[src/rtl/reg_enable_decoder_pkg.sv]
// -----------------------------------------------------------------------------
// reg_enable_decoder_pkg
// Shared constants and types for the register-enable burst decoder.
//   N_REGS    : number of register-enable lines (one-hot output width)
//   CODE_W    : register code width, log2(N_REGS)
//   CNT_W     : burst count width, wide enough to hold 0..N_REGS
//   SAT_LIMIT : largest burst length; larger requests are clamped to it
//   state_e   : controller states S_IDLE / S_RUN / S_FIN
// -----------------------------------------------------------------------------
package reg_enable_decoder_pkg;

  localparam int N_REGS = 32;
  localparam int CODE_W = 5;
  localparam int CNT_W  = 6;

  localparam logic [CNT_W-1:0] SAT_LIMIT = CNT_W'(N_REGS);

  typedef enum logic [1:0] {
    S_IDLE = 2'd0,
    S_RUN  = 2'd1,
    S_FIN  = 2'd2
  } state_e;

  // Clamp a requested burst length to the number of registers, so a burst
  // never revisits a register code.
  function automatic logic [CNT_W-1:0] sat_count(input logic [CNT_W-1:0] count);
    return (count > SAT_LIMIT) ? SAT_LIMIT : count;
  endfunction

endpackage : reg_enable_decoder_pkg

[src/rtl/reg_enable_decoder_dec_5_32.sv]
// -----------------------------------------------------------------------------
// dec_5_32
// Purely combinational 5-to-32 decoder; inverse of the 32-to-5 priority
// encoder. Exactly one output bit is set for every input code.
//   code   in  CODE_W  binary register code
//   onehot out N_REGS  one-hot word with bit[code] set
// -----------------------------------------------------------------------------
module dec_5_32
  import reg_enable_decoder_pkg::*;
(
  input  logic [CODE_W-1:0] code,
  output logic [N_REGS-1:0] onehot
);

  always_comb begin
    onehot       = '0;
    onehot[code] = 1'b1;
  end

endmodule : dec_5_32

[src/rtl/reg_enable_decoder.sv]
// -----------------------------------------------------------------------------
// reg_enable_decoder
// Accepts a starting register code and a count, then emits a burst of one-hot
// register-enable words (code, code+1, ... wrapping 31 -> 0) over a valid/ready
// handshake, one word per accepted beat. A single-cycle done pulse follows the
// final beat, or a zero-count request.
//
// Ports:
//   clock        in   1       system clock, rising edge
//   clear        in   1       asynchronous active-low reset
//   start_valid  in   1       burst request valid
//   start_ready  out  1       block can accept a request (IDLE)
//   start_code   in   CODE_W  first register code of the burst
//   start_count  in   CNT_W   number of enables; >N_REGS saturates
//   en_valid     out  1       en_onehot/en_code hold a valid beat (RUN)
//   en_ready     in   1       consumer accepts the current beat
//   en_onehot    out  N_REGS  one-hot enable, bit[en_code] set
//   en_code      out  CODE_W  binary code of the current beat
//   busy         out  1       burst in progress (RUN)
//   done         out  1       one-cycle completion pulse (FIN)
// -----------------------------------------------------------------------------
module reg_enable_decoder
  import reg_enable_decoder_pkg::*;
(
  input  logic              clock,
  input  logic              clear,
  input  logic              start_valid,
  output logic              start_ready,
  input  logic [CODE_W-1:0] start_code,
  input  logic [CNT_W-1:0]  start_count,
  output logic              en_valid,
  input  logic              en_ready,
  output logic [N_REGS-1:0] en_onehot,
  output logic [CODE_W-1:0] en_code,
  output logic              busy,
  output logic              done
);

  state_e              state_q, state_d;
  logic [CODE_W-1:0]   cur_q, cur_d;
  logic [CNT_W-1:0]    rem_q, rem_d;
  logic [N_REGS-1:0]   en_onehot_q, en_onehot_d;
  logic [CODE_W-1:0]   en_code_q, en_code_d;
  logic [N_REGS-1:0]   dec_onehot;
  logic                start_fire;
  logic                beat_fire;

  // Status outputs are pure functions of the state register.
  assign start_ready = (state_q == S_IDLE);
  assign busy        = (state_q == S_RUN);
  assign en_valid    = (state_q == S_RUN);
  assign done        = (state_q == S_FIN);

  assign start_fire  = start_valid && start_ready;
  assign beat_fire   = en_valid && en_ready;

  assign en_onehot   = en_onehot_q;
  assign en_code     = en_code_q;

  // The decoder sees the code that will be current after this edge, so the
  // registered enable word is ready in the first RUN cycle (1-cycle latency)
  // and moves to the next code in the same cycle a beat is accepted.
  dec_5_32 u_dec (
    .code   (cur_d),
    .onehot (dec_onehot)
  );

  always_comb begin
    // NOTE: every signal gets a default before the case so no path leaves it unassigned; that keeps this block free of inferred latches.
    state_d = state_q;
    cur_d   = cur_q;
    rem_d   = rem_q;

    unique case (state_q)
      S_IDLE: begin
        if (start_fire) begin
          cur_d   = start_code;
          rem_d   = sat_count(start_count);
          state_d = (rem_d == '0) ? S_FIN : S_RUN;
        end
      end

      S_RUN: begin
        if (beat_fire) begin
          // CODE_W-bit add wraps 31 -> 0 without extra logic.
          cur_d = cur_q + 1'b1;
          rem_d = rem_q - 1'b1;
          if (rem_q == CNT_W'(1)) begin
            state_d = S_FIN;
          end
        end
      end

      S_FIN: begin
        state_d = S_IDLE;
      end

      default: begin
        state_d = S_IDLE;
      end
    endcase

    // While stalled in RUN cur_d equals cur_q, so the outputs hold steady.
    // Outside RUN the enable word and code are forced to zero.
    en_onehot_d = (state_d == S_RUN) ? dec_onehot : '0;
    en_code_d   = (state_d == S_RUN) ? cur_d      : '0;
  end

  always_ff @(posedge clock or negedge clear) begin
    if (!clear) begin
      state_q     <= S_IDLE;
      cur_q       <= '0;
      rem_q       <= '0;
      en_onehot_q <= '0;
      en_code_q   <= '0;
    end else begin
      // NOTE: non-blocking assignments here so every flop samples the pre-edge values of the others.
      state_q     <= state_d;
      cur_q       <= cur_d;
      rem_q       <= rem_d;
      en_onehot_q <= en_onehot_d;
      en_code_q   <= en_code_d;
    end
  end

endmodule : reg_enable_decoder

[config.mk]
export PLATFORM = sky130hd
export DESIGN_NAME = reg_enable_decoder
export DESIGN_NICKNAME = d
export VERILOG_FILES = /design/src/rtl/reg_enable_decoder_pkg.sv /design/src/rtl/reg_enable_decoder_dec_5_32.sv /design/src/rtl/reg_enable_decoder.sv
export SDC_FILE = /design/constraint.sdc
export NUM_CORES = 1
export LEC_CHECK = 0
export ABC_AREA = 1
export CORE_MARGIN = 8
export CORE_UTILIZATION = 45
export DETAILED_ROUTE_END_ITERATION = 6
export GPL_TIMING_DRIVEN = 0
export PLACE_DENSITY = 0.85
export SYNTH_ARGS = -nofsm -noshare
export SYNTH_HDL_FRONTEND = slang
export SYNTH_HIERARCHICAL = 1
export SYNTH_SLANG_ARGS = --single-unit
[constraint.sdc]
create_clock -name clock -period 1.5 [get_ports clock]
set_input_delay 0.3 -clock clock [delete_from_list [all_inputs] [get_ports clock]]
set_output_delay 0.3 -clock clock [all_outputs]
set_load 0.02 [all_outputs]
==> summary.txt, run 1 <==
Critical path
  • Setup crit start kind: flop
  • Worst-path maximum fanout: 6
  • Crit path capture type: flop
  • Data arrival, critical path: 2040 ps
  • Setup CP Type: flop to flop
  • Required time worst endpoint: 1740 ps

Global route
  • All-Layer GR Usage: 14.5%
  • Vias in the first global route: 2165
  • Initial antenna violation count: 0
  • Gr ovfl total: 0
  • First-pass GRT wire length: 9900 um
  • Pin count of the biggest net entering global routing: 35

Clock tree
  • CTS sink cnt: 50
  • Clock transition at the registers of the reported paths: 80 ps
  • Clk buf depth: 2
  • H-tree Lvls: 2
  • CTS Buf Count: 5
  • Root buf cell: clkbuf_8
  • Worst-Skew Late Latency: 290 ps
  • CTS tree: done

Pwr
  • Pwr/cell area: 2030 nW/um^2
  • Leakage: 1.78 nW
  • Total power: 7.23 mW
  • Peak supply drop: 1340 uV

Final layout
  • N_diodes: 0
  • Final Core Density: 65.3%
  • Synth-to-Final Area Change: 42.6%
  • Final-stage net count: 392
  • Share of cells above drive strength 1: 32.6%
  • Most common cell after layout, fill and taps aside: dfrtp_1
  • Most frequent cells in the layout: 49 x dfrtp_1, 46 x inv_1, 38 x dlygate4sd2_1

STA
  • Worst-Margin Slew: 405 ps
  • Part of the cycle the worst path needs: 120%
  • Final Max Tran Viols: 0
  • Final Hold Fails: 0
  • Fmax: 554 MHz
  • Final worst slack: -306 ps
  • RSZ-0062 raised after global routing: yes
  • Final min period: 1810 ps
  • Worst hold slack: 467 ps
  • Worst slew margin: 73.0%
  • Final Skew: 3.76 ps
  • Setup violators final: 36

Yosys
  • Top FF cell, synth: dfrtp_1
  • Register area share after synthesis: 50.2%
  • EDFF count, synth: 0
  • Synthesized instance count: 294
  • Post-synthesis average cell area: 8.48 um^2
  • Yosys warning count: 6
  • Post-synthesis async set-or-reset flop share: 100%
  • #FFs+latches synth: 50
  • Post-synthesis instance area: 2490 um^2
  • Yosys cell types: 25
  • Post-synthesis net count: 312

Drt
  • Iteration-0 DRC Markers: 159
  • Routed WL: 6050 um
  • 1st-pass router iterations: 4
  • DRT met1 WL: 2390 um
  • Routed wl met3: 318 um
  • Via density: 4.69
  • Max layer used: met4
  • Total number of vias: 2093
  • WL met2: 3250 um
  • # DRC: 0
  • Post-DRT Antenna Nets: 0
  • Routed len/inst: 13.6 um

Floorplanning
  • Core Area: 5440 um^2
  • Initial Util: 45.8%
  • I/O Pins: 56
  • Core Rows: 27
  • Die ar.: 8180 um^2
  • Die W: 90.4 um
  • Die height: 90.4 um

Run status
  • Status: complete, but fails checks
  • Violated checks: setup timing

Job
  • Max-cap violation count: 0

Placement
  • Hpwl dp: 4210 um
  • Port bufs: 55
  • Final Wtd Congestion: 0.845

Worst hold path
  • Worst Hold Class: primary input to async pin
## power by group
group / internal, mW / switching, mW / leakage, nW
Combinational: 1.65 / 2.89 / 1.07
Clock: 0.314 / 0.408 / 0.0438
Sequential: 1.73 / 0.236 / 0.664
## per-stage QoR
stage	setup TNS (ps)	instance area, um^2	setup WS [ps]	std cells
finish	-7410	3550	-306	446
CTS	-5410	3400	-198	437
global placement	-81150	3210	-1440	421
floorplan	-287	2570	-27.4	294
global route	-11040	3550	-388	446
detailed placement	-18870	3230	-578	422
## worst max-delay path, cell delays in order (launching register included)
cell,delay [ps]
dfrtp_2,480
inv_2,90
nand2_4,70
nor2_4,180
nor2_1,60
o21ai_1,170
nand2_2,150
clkinv_4,120
nand3_4,100
nor2_1,140
inv_1,90
nor2_4,90
## worst paths after layout
path	start	end	slack [ps]	depth (start not counted)
max in group asynchronous	clear	cur_q[0]	540	3
setup reg to reg	state_q[0]	en_onehot[26]	-310	11
hold / removal	clear	rem_q[0]	470	2
setup / recovery	state_q[0]	en_onehot[26]	-310	11
min in group clock	rem_q[3]	rem_q[3]	520	2
hold reg to reg	rem_q[3]	rem_q[3]	520	2
## registers in the layout (all words and copies together), names as in the netlist
name,flops
cur_q,5
en_code,5
en_onehot,32
rem_q,6
state_q,2
## kinds of logic (layout without fill, tap and decap cells)
logic type,after synthesis,in the layout,synth area share (%)
and+or+nand+nor,152,152,31.2
buffers and inverters,65,145,11.8
DFF,50,50,50.2
AOI/OAI and AO/OA,23,23,4.92
adders and majority gates,3,3,1.51
xor gates and xnor gates,1,1,0.351
## layout make-up
cell class / instances / area (um^2)
sequential: 50 / 1250
fill: 421 / 1890
inverter: 61 / 270
clock buffer: 5 / 68.8
buffer: 4 / 53.8
multi-input combinational: 179 / 1150
tap: 72 / 90.1
timing repair buffer: 73 / 657
clock inverter: 2 / 10.0
## routing by layer
layer	global-route usage [%]	vias up
met1	16.2	995
met2	26.1	54
met5	0	-
met4	4.72	0
met3	3.57	7
li1	-	1037
## repair_timing
item	CTS	global route
endpoints found under the setup margin	73	39
hold buffers	1	0
gates resized for setup	74	26
hold endpoints to repair	16	0
setup buffers	7	9
pin swaps	12	14
## cells in the mapped netlist (2+ instances only)
cell type / n / area [um^2]
nand2_1: 46 / 173
ha_1: 3 / 37.5
dfrtp_1: 50 / 1250
inv_2: 2 / 7.51
a21oi_1: 7 / 35.0
a22oi_1: 2 / 15.0
nor2_4: 11 / 124
nand3_1: 18 / 90.1
inv_1: 55 / 206
nand2_4: 2 / 22.5
clkinv_2: 2 / 10.0
nand4_1: 3 / 18.8
nand2_2: 4 / 25.0
o21ai_0: 13 / 65.1
buf_6: 2 / 22.5
nor2_1: 46 / 173
nor2_2: 20 / 125
(Power assumes the default switching activity.)
==> run 2, diff against run 1 <==
==> constraint.sdc (replaced) <==
create_clock -name clock -period 1.5 [get_ports clock]
set_input_delay 0.3 -clock clock [delete_from_list [all_inputs] [get_ports clock]]
set_output_delay 0.3 -clock clock [all_outputs]
set_load 0.01 [all_outputs]
==> summary.txt, run 2 (synthesized netlist as in run 1, its figures left out) <==
Run status
  • Status: complete, but fails checks (unchanged)
  • Violated checks: setup timing (unchanged)

Global route
  • First-pass GRT wire length: 10100 um (was 9900 um)
  • Gr ovfl total: 0 (unchanged)
  • M1 GR Usage: 17.3% (was 16.2%)
  • Pin count of the biggest net entering global routing: 32 (was 35)
  • All-Layer GR Usage: 15.0% (was 14.5%)
  • GR Util met3: 3.33% (was 3.57%)
  • Vias in the first global route: 2174 (was 2165)
  • M2 GR Usage: 26.4% (was 26.1%)
  • Initial antenna violation count: 0 (unchanged)
  • Gr busiest metal: met2 (unchanged)

Critical path
  • Setup crit start kind: flop (unchanged)
  • R2R Path End: en_onehot[0] (was en_onehot[26])
  • Worst-path maximum fanout: 7 (was 6)
  • Setup CP Type: flop to flop (unchanged)
  • FF-to-FF Start: state_q[1] (was state_q[0])
  • Critical path startpoint: state_q[1] (was state_q[0])
  • Worst R2R Setup Slack: -320 ps (was -310 ps)
  • Required time worst endpoint: 1730 ps (was 1740 ps)
  • Crit path capture type: flop (unchanged)
  • Data arrival, critical path: 2050 ps (was 2040 ps)
  • R2r worst-path depth: 12 (was 11)

Floorplanning
  • Die height: 90.4 um (unchanged)
  • Initial Util: 45.8% (unchanged)
  • Core Rows: 27 (unchanged)
  • Die W: 90.4 um (unchanged)
  • I/O Pins: 56 (unchanged)
  • Core Area: 5440 um^2 (unchanged)
  • Die ar.: 8180 um^2 (unchanged)

Drt
  • # DRC: 0 (unchanged)
  • 1st-pass router iterations: 4 (unchanged)
  • Via density: 4.71 (was 4.69)
  • Post-DRT Antenna Nets: 0 (unchanged)
  • Routed len/inst: 13.4 um (was 13.6 um)
  • Iteration-0 DRC Markers: 107 (was 159)
  • Total number of vias: 2123 (was 2093)
  • Routed WL: 6040 um (was 6050 um)

Final layout
  • Share of cells above drive strength 1: 33.5% (was 32.6%)
  • Final-stage net count: 396 (was 392)
  • Most common cell after layout, fill and taps aside: dfrtp_1 (unchanged)
  • Design area: 3650 um^2 (was 3550 um^2)
  • Most frequent cells in the layout: 49 x dfrtp_1, 46 x inv_1, 34 x nor2_1 (was 49 x dfrtp_1, 46 x inv_1, 38 x dlygate4sd2_1)
  • Largest register FFs: 32 (unchanged)
  • Synth-to-Final Area Change: 46.6% (was 42.6%)
  • N_diodes: 0 (unchanged)

Placement
  • Final Wtd Congestion: 0.858 (was 0.845)
  • Port bufs: 55 (unchanged)
  • Hpwl dp: 4180 um (was 4210 um)
  • Worst slack at placement: -581 ps (was -578 ps)
  • Post-DP Area: 3220 um^2 (was 3230 um^2)

Clock tree
  • CTS sink cnt: 50 (unchanged)
  • Clk buf depth: 2 (unchanged)
  • Clock transition at the registers of the reported paths: 80 ps (about the same)
  • CTS Buf Count: 5 (unchanged)
  • H-tree Lvls: 2 (unchanged)
  • Root buf cell: clkbuf_8 (unchanged)
  • Worst-Skew Late Latency: 290 ps (about the same)
  • CTS tree: done (unchanged)

STA
  • Part of the cycle the worst path needs: 121% (was 120%)
  • Worst-Margin Slew: 465 ps (was 405 ps)
  • Fmax: 550 MHz (was 554 MHz)
  • Final Skew: 4.21 ps (was 3.76 ps)
  • RSZ-0062 raised after global routing: yes (unchanged)
  • Final worst slack: -320 ps (was -306 ps)
  • Final Hold Fails: 0 (unchanged)
  • Final Max Tran Viols: 0 (unchanged)
  • Final min period: 1820 ps (was 1810 ps)
  • Setup violators final: 36 (unchanged)
  • Worst slew margin: 69.0% (was 73.0%)

Pwr
  • Pwr/cell area: 1960 nW/um^2 (was 2030 nW/um^2)
  • Leakage: 1.90 nW (was 1.78 nW)
  • Peak supply drop: 1220 uV (was 1340 uV)

Job
  • Max-cap violation count: 0 (unchanged)

Worst hold path
  • Hold Crit Start: start_valid
  • Hold Path Stages: 3
  • Worst Hold Class: primary input to flop (was primary input to async pin)
  • Hold worst-path end: state_q[1]
-- run 2: cell count changes in the layout (fill, tap and decap cells not counted), sizes merged --
cell           change
clkbuf             +2
dlygate4sd2       -33
clkinv             -2
inv                +1
dlymetal6s2s      +14
buf                +4
clkdlybuf4s50     +19
-- run 2: how the worst max path moves through the flow --
stage | end | depth (start not counted)
3_5_place_dp | en_onehot[25] | 11
5_1_grt | en_onehot[18] | 12
3_3_place_gp | state_q[0] | 1
2_1_floorplan | en_onehot[24] | 11
4_1_cts | en_onehot[21] | 12
6_report | en_onehot[0] | 12
-- run 2: what timing repair did --
item	4_1_cts	5_1_grt
resized for setup	40	36
setup endpoints to repair	41	52
pin swaps	10	6
setup buffers	9	11
hold endpoints to repair	19	0
hold buffers	1	0
-- run 2: through the flow --
| stage | utilization, % | std cells | hold slack (ps) | power (mW) | setup TNS, ps |
|---|---|---|---|---|---|
| after CTS | 63.6 | 440 | 506 | 6.68 | -7200 |
| after global placement | 58.9 | 421 | 485 | 5.40 | -79200 |
| after floorplan | - | 294 | 4.41 | 4.39 | -134 |
| after global routing | 67.2 | 451 | 464 | 7.68 | -13600 |
| final | 67.2 | 451 | 467 | 7.17 | -9360 |
| after detailed placement | 59.2 | 422 | 283 | 5.52 | -17300 |
-- run 2: final cells by class --
| cell class | instances | area (um^2) |
|---|---|---|
| plain buffers | 4 | 53.8 |
| clock buffers | 7 | 86.3 |
| clock inverters | 1 | 5.00 |
| fillers | 412 | 1790 |
| inverters | 61 | 268 |
| multi-input cells | 179 | 1120 |
| flip-flops and latches | 50 | 1250 |
| well taps | 72 | 90.1 |
| repair buffers | 77 | 778 |
-- run 2: power by group --
part           internal, mW  switching [mW]  total, mW
logic                  1.79            2.65       4.44
clock network         0.372           0.412      0.784
registers              1.73           0.227       1.95
-- run 2: routing by layer --
metal	vias to the layer above	routed length, um
li1	1055	-
met1	999	2370
met2	61	3270
met3	8	293
met4	0	111
met5	-	0
-- run 2: critical path: stages (launching register included) --
cell     delay [ps]
dfrtp_1         390
inv_4            60
buf_6           130
nand2_4          90
nor2_4           60
buf_4           130
a22oi_2         200
nand2_4         150
nor2_4          150
nand2_2         100
nor2_2          100
inv_1            60
nor2_1          110
==> run 3, diff against run 2 <==
--- a/config.mk
+++ b/config.mk
@@ -5,12 +5,13 @@
 export SDC_FILE = /design/constraint.sdc
 export NUM_CORES = 1
 export LEC_CHECK = 0
-export ABC_AREA = 1
+export CORE_ASPECT_RATIO = 2
 export CORE_MARGIN = 8
-export CORE_UTILIZATION = 45
+export CORE_UTILIZATION = 46
+export CTS_BUF_LIST = sky130_fd_sc_hd__clkbuf_2 sky130_fd_sc_hd__clkbuf_4 sky130_fd_sc_hd__clkbuf_8
 export DETAILED_ROUTE_END_ITERATION = 6
 export GPL_TIMING_DRIVEN = 0
-export PLACE_DENSITY = 0.85
+export PLACE_DENSITY = 0.89
 export SYNTH_ARGS = -nofsm -noshare
 export SYNTH_HDL_FRONTEND = slang
 export SYNTH_HIERARCHICAL = 1
==> summary.txt, run 3 <==
Placement
  • Final Wtd Congestion: 0.796 (was 0.858)
  • Post-DP Area: 2900 um^2 (was 3220 um^2)
  • Hpwl dp: 3720 um (was 4180 um)
  • Port bufs: 55 (unchanged)

Global route
  • First-pass GRT wire length: 13700 um (was 10100 um)
  • Pin count of the biggest net entering global routing: 36 (was 32)
  • All-Layer GR Usage: 24.2% (was 15.0%)
  • Vias in the first global route: 2547 (was 2174)
  • Gr ovfl total: 0 (unchanged)
  • Initial antenna violation count: 0 (unchanged)

Final layout
  • Final Core Density: 82.4% (was 67.2%)
  • N_diodes: 0 (unchanged)
  • Multi-input logic area: 1170 um^2 (was 1120 um^2)
  • Most common cell after layout, fill and taps aside: dfrtp_1 (unchanged)
  • Share of cells above drive strength 1: 40.4% (was 33.5%)
  • Most frequent cells in the layout: 49 x dfrtp_1, 40 x buf_4, 37 x nor2_1 (was 49 x dfrtp_1, 46 x inv_1, 34 x nor2_1)
  • Final-stage net count: 359 (was 396)
  • Design area: 3940 um^2 (was 3650 um^2)
  • Largest register FFs: 32 (unchanged)
  • Synth-to-Final Area Change: 76.0% (was 46.6%)
  • Fillers: 250 (was 412)
  • Storage element area: 1250 um^2 (unchanged)

Yosys
  • Top-count cell post-synth: dfrtp_1 (was inv_1)
  • Synthesized instance count: 221 (was 294)
  • Top-area cell type share of the netlist area: 56.0% (was 50.2%)
  • Yosys cell types: 38 (was 25)
  • Top FF cell, synth: dfrtp_1 (unchanged)
  • Yosys top cell by area: dfrtp_1 (unchanged)
  • Register area share after synthesis: 56.0% (was 50.2%)
  • Post-synthesis net count: 239 (was 312)
  • EDFF count, synth: 0 (unchanged)
  • Yosys warning count: 6 (unchanged)
  • Post-synthesis average cell area: 10.1 um^2 (was 8.48 um^2)
  • Post-synthesis async set-or-reset flop share: 100% (unchanged)
  • Main area contributors after synthesis: dfrtp_1 56%, nor2b_1 9.5%, nor2_1 8.1%, ha_1 1.7%, or3b_1 1.6% (was dfrtp_1 50%, inv_1 8.3%, nand2_1 6.9%, nor2_1 6.9%, nor2_2 5.0%)
  • Post-synthesis instance area: 2240 um^2 (was 2490 um^2)
  • Synth cell count leaders: 50 x dfrtp_1, 48 x nor2_1, 34 x nor2b_1 (was 55 x inv_1, 50 x dfrtp_1, 46 x nand2_1, 46 x nor2_1, 20 x nor2_2)
  • #FFs+latches synth: 50 (unchanged)

Floorplanning
  • Die height: 115 um (was 90.4 um)
  • Die ar.: 7480 um^2 (was 8180 um^2)
  • Core Rows: 36 (was 27)
  • Die W: 65.3 um (was 90.4 um)
  • Initial Util: 46.8% (was 45.8%)
  • I/O Pins: 56 (unchanged)
  • Core Area: 4770 um^2 (was 5440 um^2)

Critical path
  • Crit-path cells: buf_8 -> nand2b_4 -> a21o_4 -> a222oi_1 -> inv_1 -> nand2b_1 -> clkbuf_8 -> nor2_1 -> nor2b_1 (was inv_4 -> buf_6 -> nand2_4 -> nor2_4 -> buf_4 -> a22oi_2 -> nand2_4 -> nor2_4 -> nand2_2 -> nor2_2 -> inv_1 -> nor2_1)
  • Critical path startpoint: state_q[0] (was state_q[1])
  • Setup crit start kind: flop (unchanged)
  • Data arrival, critical path: 2650 ps (was 2050 ps)
  • Required time worst endpoint: 1730 ps (about the same)
  • Crit path capture type: flop (unchanged)
  • FF-to-FF Start: state_q[0] (was state_q[1])
  • Critical Path Slowest Stage Cell: dfrtp_2 (was dfrtp_1)
  • Slowest cell delay on critical path: 440 ps (was 390 ps)
  • Setup CP Type: flop to flop (unchanged)
  • Worst-path maximum fanout: 8 (was 7)

Drt
  • Post-DRT Antenna Nets: 0 (unchanged)
  • Total number of vias: 2318 (was 2123)
  • Routed len/inst: 23.5 um (was 13.4 um)
  • Iteration-0 DRC Markers: 157 (was 107)
  • Via density: 5.81 (was 4.71)
  • 1st-pass router iterations: 4 (unchanged)
  • Routed WL: 9390 um (was 6040 um)
  • # DRC: 0 (unchanged)

Clock tree
  • Clk buf depth: 2 (unchanged)
  • CTS sink cnt: 50 (unchanged)
  • CTS Buf Count: 5 (unchanged)
  • CTS tree: done (unchanged)
  • Worst-Skew Late Latency: 330 ps (was 290 ps)
  • Root buf cell: clkbuf_8 (unchanged)
  • H-tree Lvls: 2 (unchanged)
  • Clock transition at the registers of the reported paths: 100 ps (was 80 ps)

STA
  • Final Max Tran Viols: 0 (unchanged)
  • Part of the cycle the worst path needs: 161% (was 121%)
  • Final Hold Fails: 0 (unchanged)
  • Fmax: 413 MHz (was 550 MHz)
  • Setup violators final: 52 (was 36)
  • Worst slew margin: 62.9% (was 69.0%)
  • Worst-Margin Slew: 555 ps (was 465 ps)
  • RSZ-0062 raised after global routing: yes (unchanged)
  • Final Skew: 22.9 ps (was 4.21 ps)
  • Final worst slack: -920 ps (was -320 ps)
  • Final min period: 2420 ps (was 1820 ps)

Worst hold path
  • Worst Hold Class: primary input to async pin (was primary input to flop)

Run status
  • Violated checks: setup timing (unchanged)
  • Status: complete, but fails checks (unchanged)

Pwr
  • Pwr/cell area: 2050 nW/um^2 (was 1960 nW/um^2)
  • Peak supply drop: 1780 uV (was 1220 uV)
  • Leakage: 2.23 nW (was 1.90 nW)

Job
  • Max-cap violation count: 0 (unchanged)
==> run 3: path summary, 6_finish.rpt <==
check                                     end  slack [ps]  cells past startpoint
worst max register to register   en_onehot[5]        -920                      9
worst min register to register       rem_q[1]         580                      1
worst max-delay path             en_onehot[5]        -920                      9
max in group asynchronous       en_onehot[10]         540                      3
worst min-delay path                 rem_q[0]         430                      2
min in group clock                 state_q[1]         500                      3
==> run 3: cells by family (layout without fill, tap and decap cells) <==
family / count (synthesis) / after routing / synth area share (%)
flops: 50 / 50 / 56.0
simple gates: 113 / 113 / 26.6
buf+inv: 22 / 142 / 5.15
xor+xnor: 1 / 1 / 0.392
fa+ha+maj: 3 / 3 / 1.68
compound gates: 32 / 33 / 10.2
==> run 3: critical path, delay by kind of cell, from the launching register on <==
family / cells / cell delay, ps
AO/OA/AOI/OAI: 2 / 640
buffers and inverters: 3 / 550
flip-flops: 1 / 440
AND/OR/NAND/NOR: 4 / 700
==> run 3: layer usage <==
metal | global-route usage, % | routed length (um)
met5 | 0 | 0
met4 | 16.1 | 533
met3 | 7.06 | 781
met2 | 43.1 | 4950
met1 | 22.6 | 3120
==> run 3: through the flow <==
stage / TNS [ps] / setup WS [ps] / power (mW) / std cells / hold slack (ps)
floorplan: -15640 / -590 / 3.59 / 221 / 4.41
global placement: -94110 / -1130 / 4.53 / 333 / 491
detailed placement: -38300 / -1100 / 4.65 / 334 / 244
CTS: -23350 / -707 / 6.98 / 386 / 454
global route: -35230 / -982 / 8.36 / 399 / 465
finish: -32730 / -920 / 8.07 / 399 / 425
==> run 3: cell type report <==
class	instances	share of cell area (%)
sequential	50	31.8
multi-input combinational	150	29.7
tap	57	1.81
clock inverter	2	0.954
inverter	9	1.05
buffer	10	3.05
timing repair buffer	115	29.7
clock buffer	6	1.94
==> run 3: power breakdown <==
group          total (mW)  switching, mW  internal (mW)
Combinational        5.02           2.53           2.49
Sequential           2.07          0.319           1.75
Clock               0.977          0.462          0.516
Total                8.07           3.31           4.75
==> run 3: what timing repair did <==
item,4_1_cts,5_1_grt
endpoints found under the hold margin,15,0
setup buffers,43,15
resized for setup,87,67
setup endpoints to repair,55,81
pin swaps,22,14
gates cloned,3,0
hold buffers,1,0
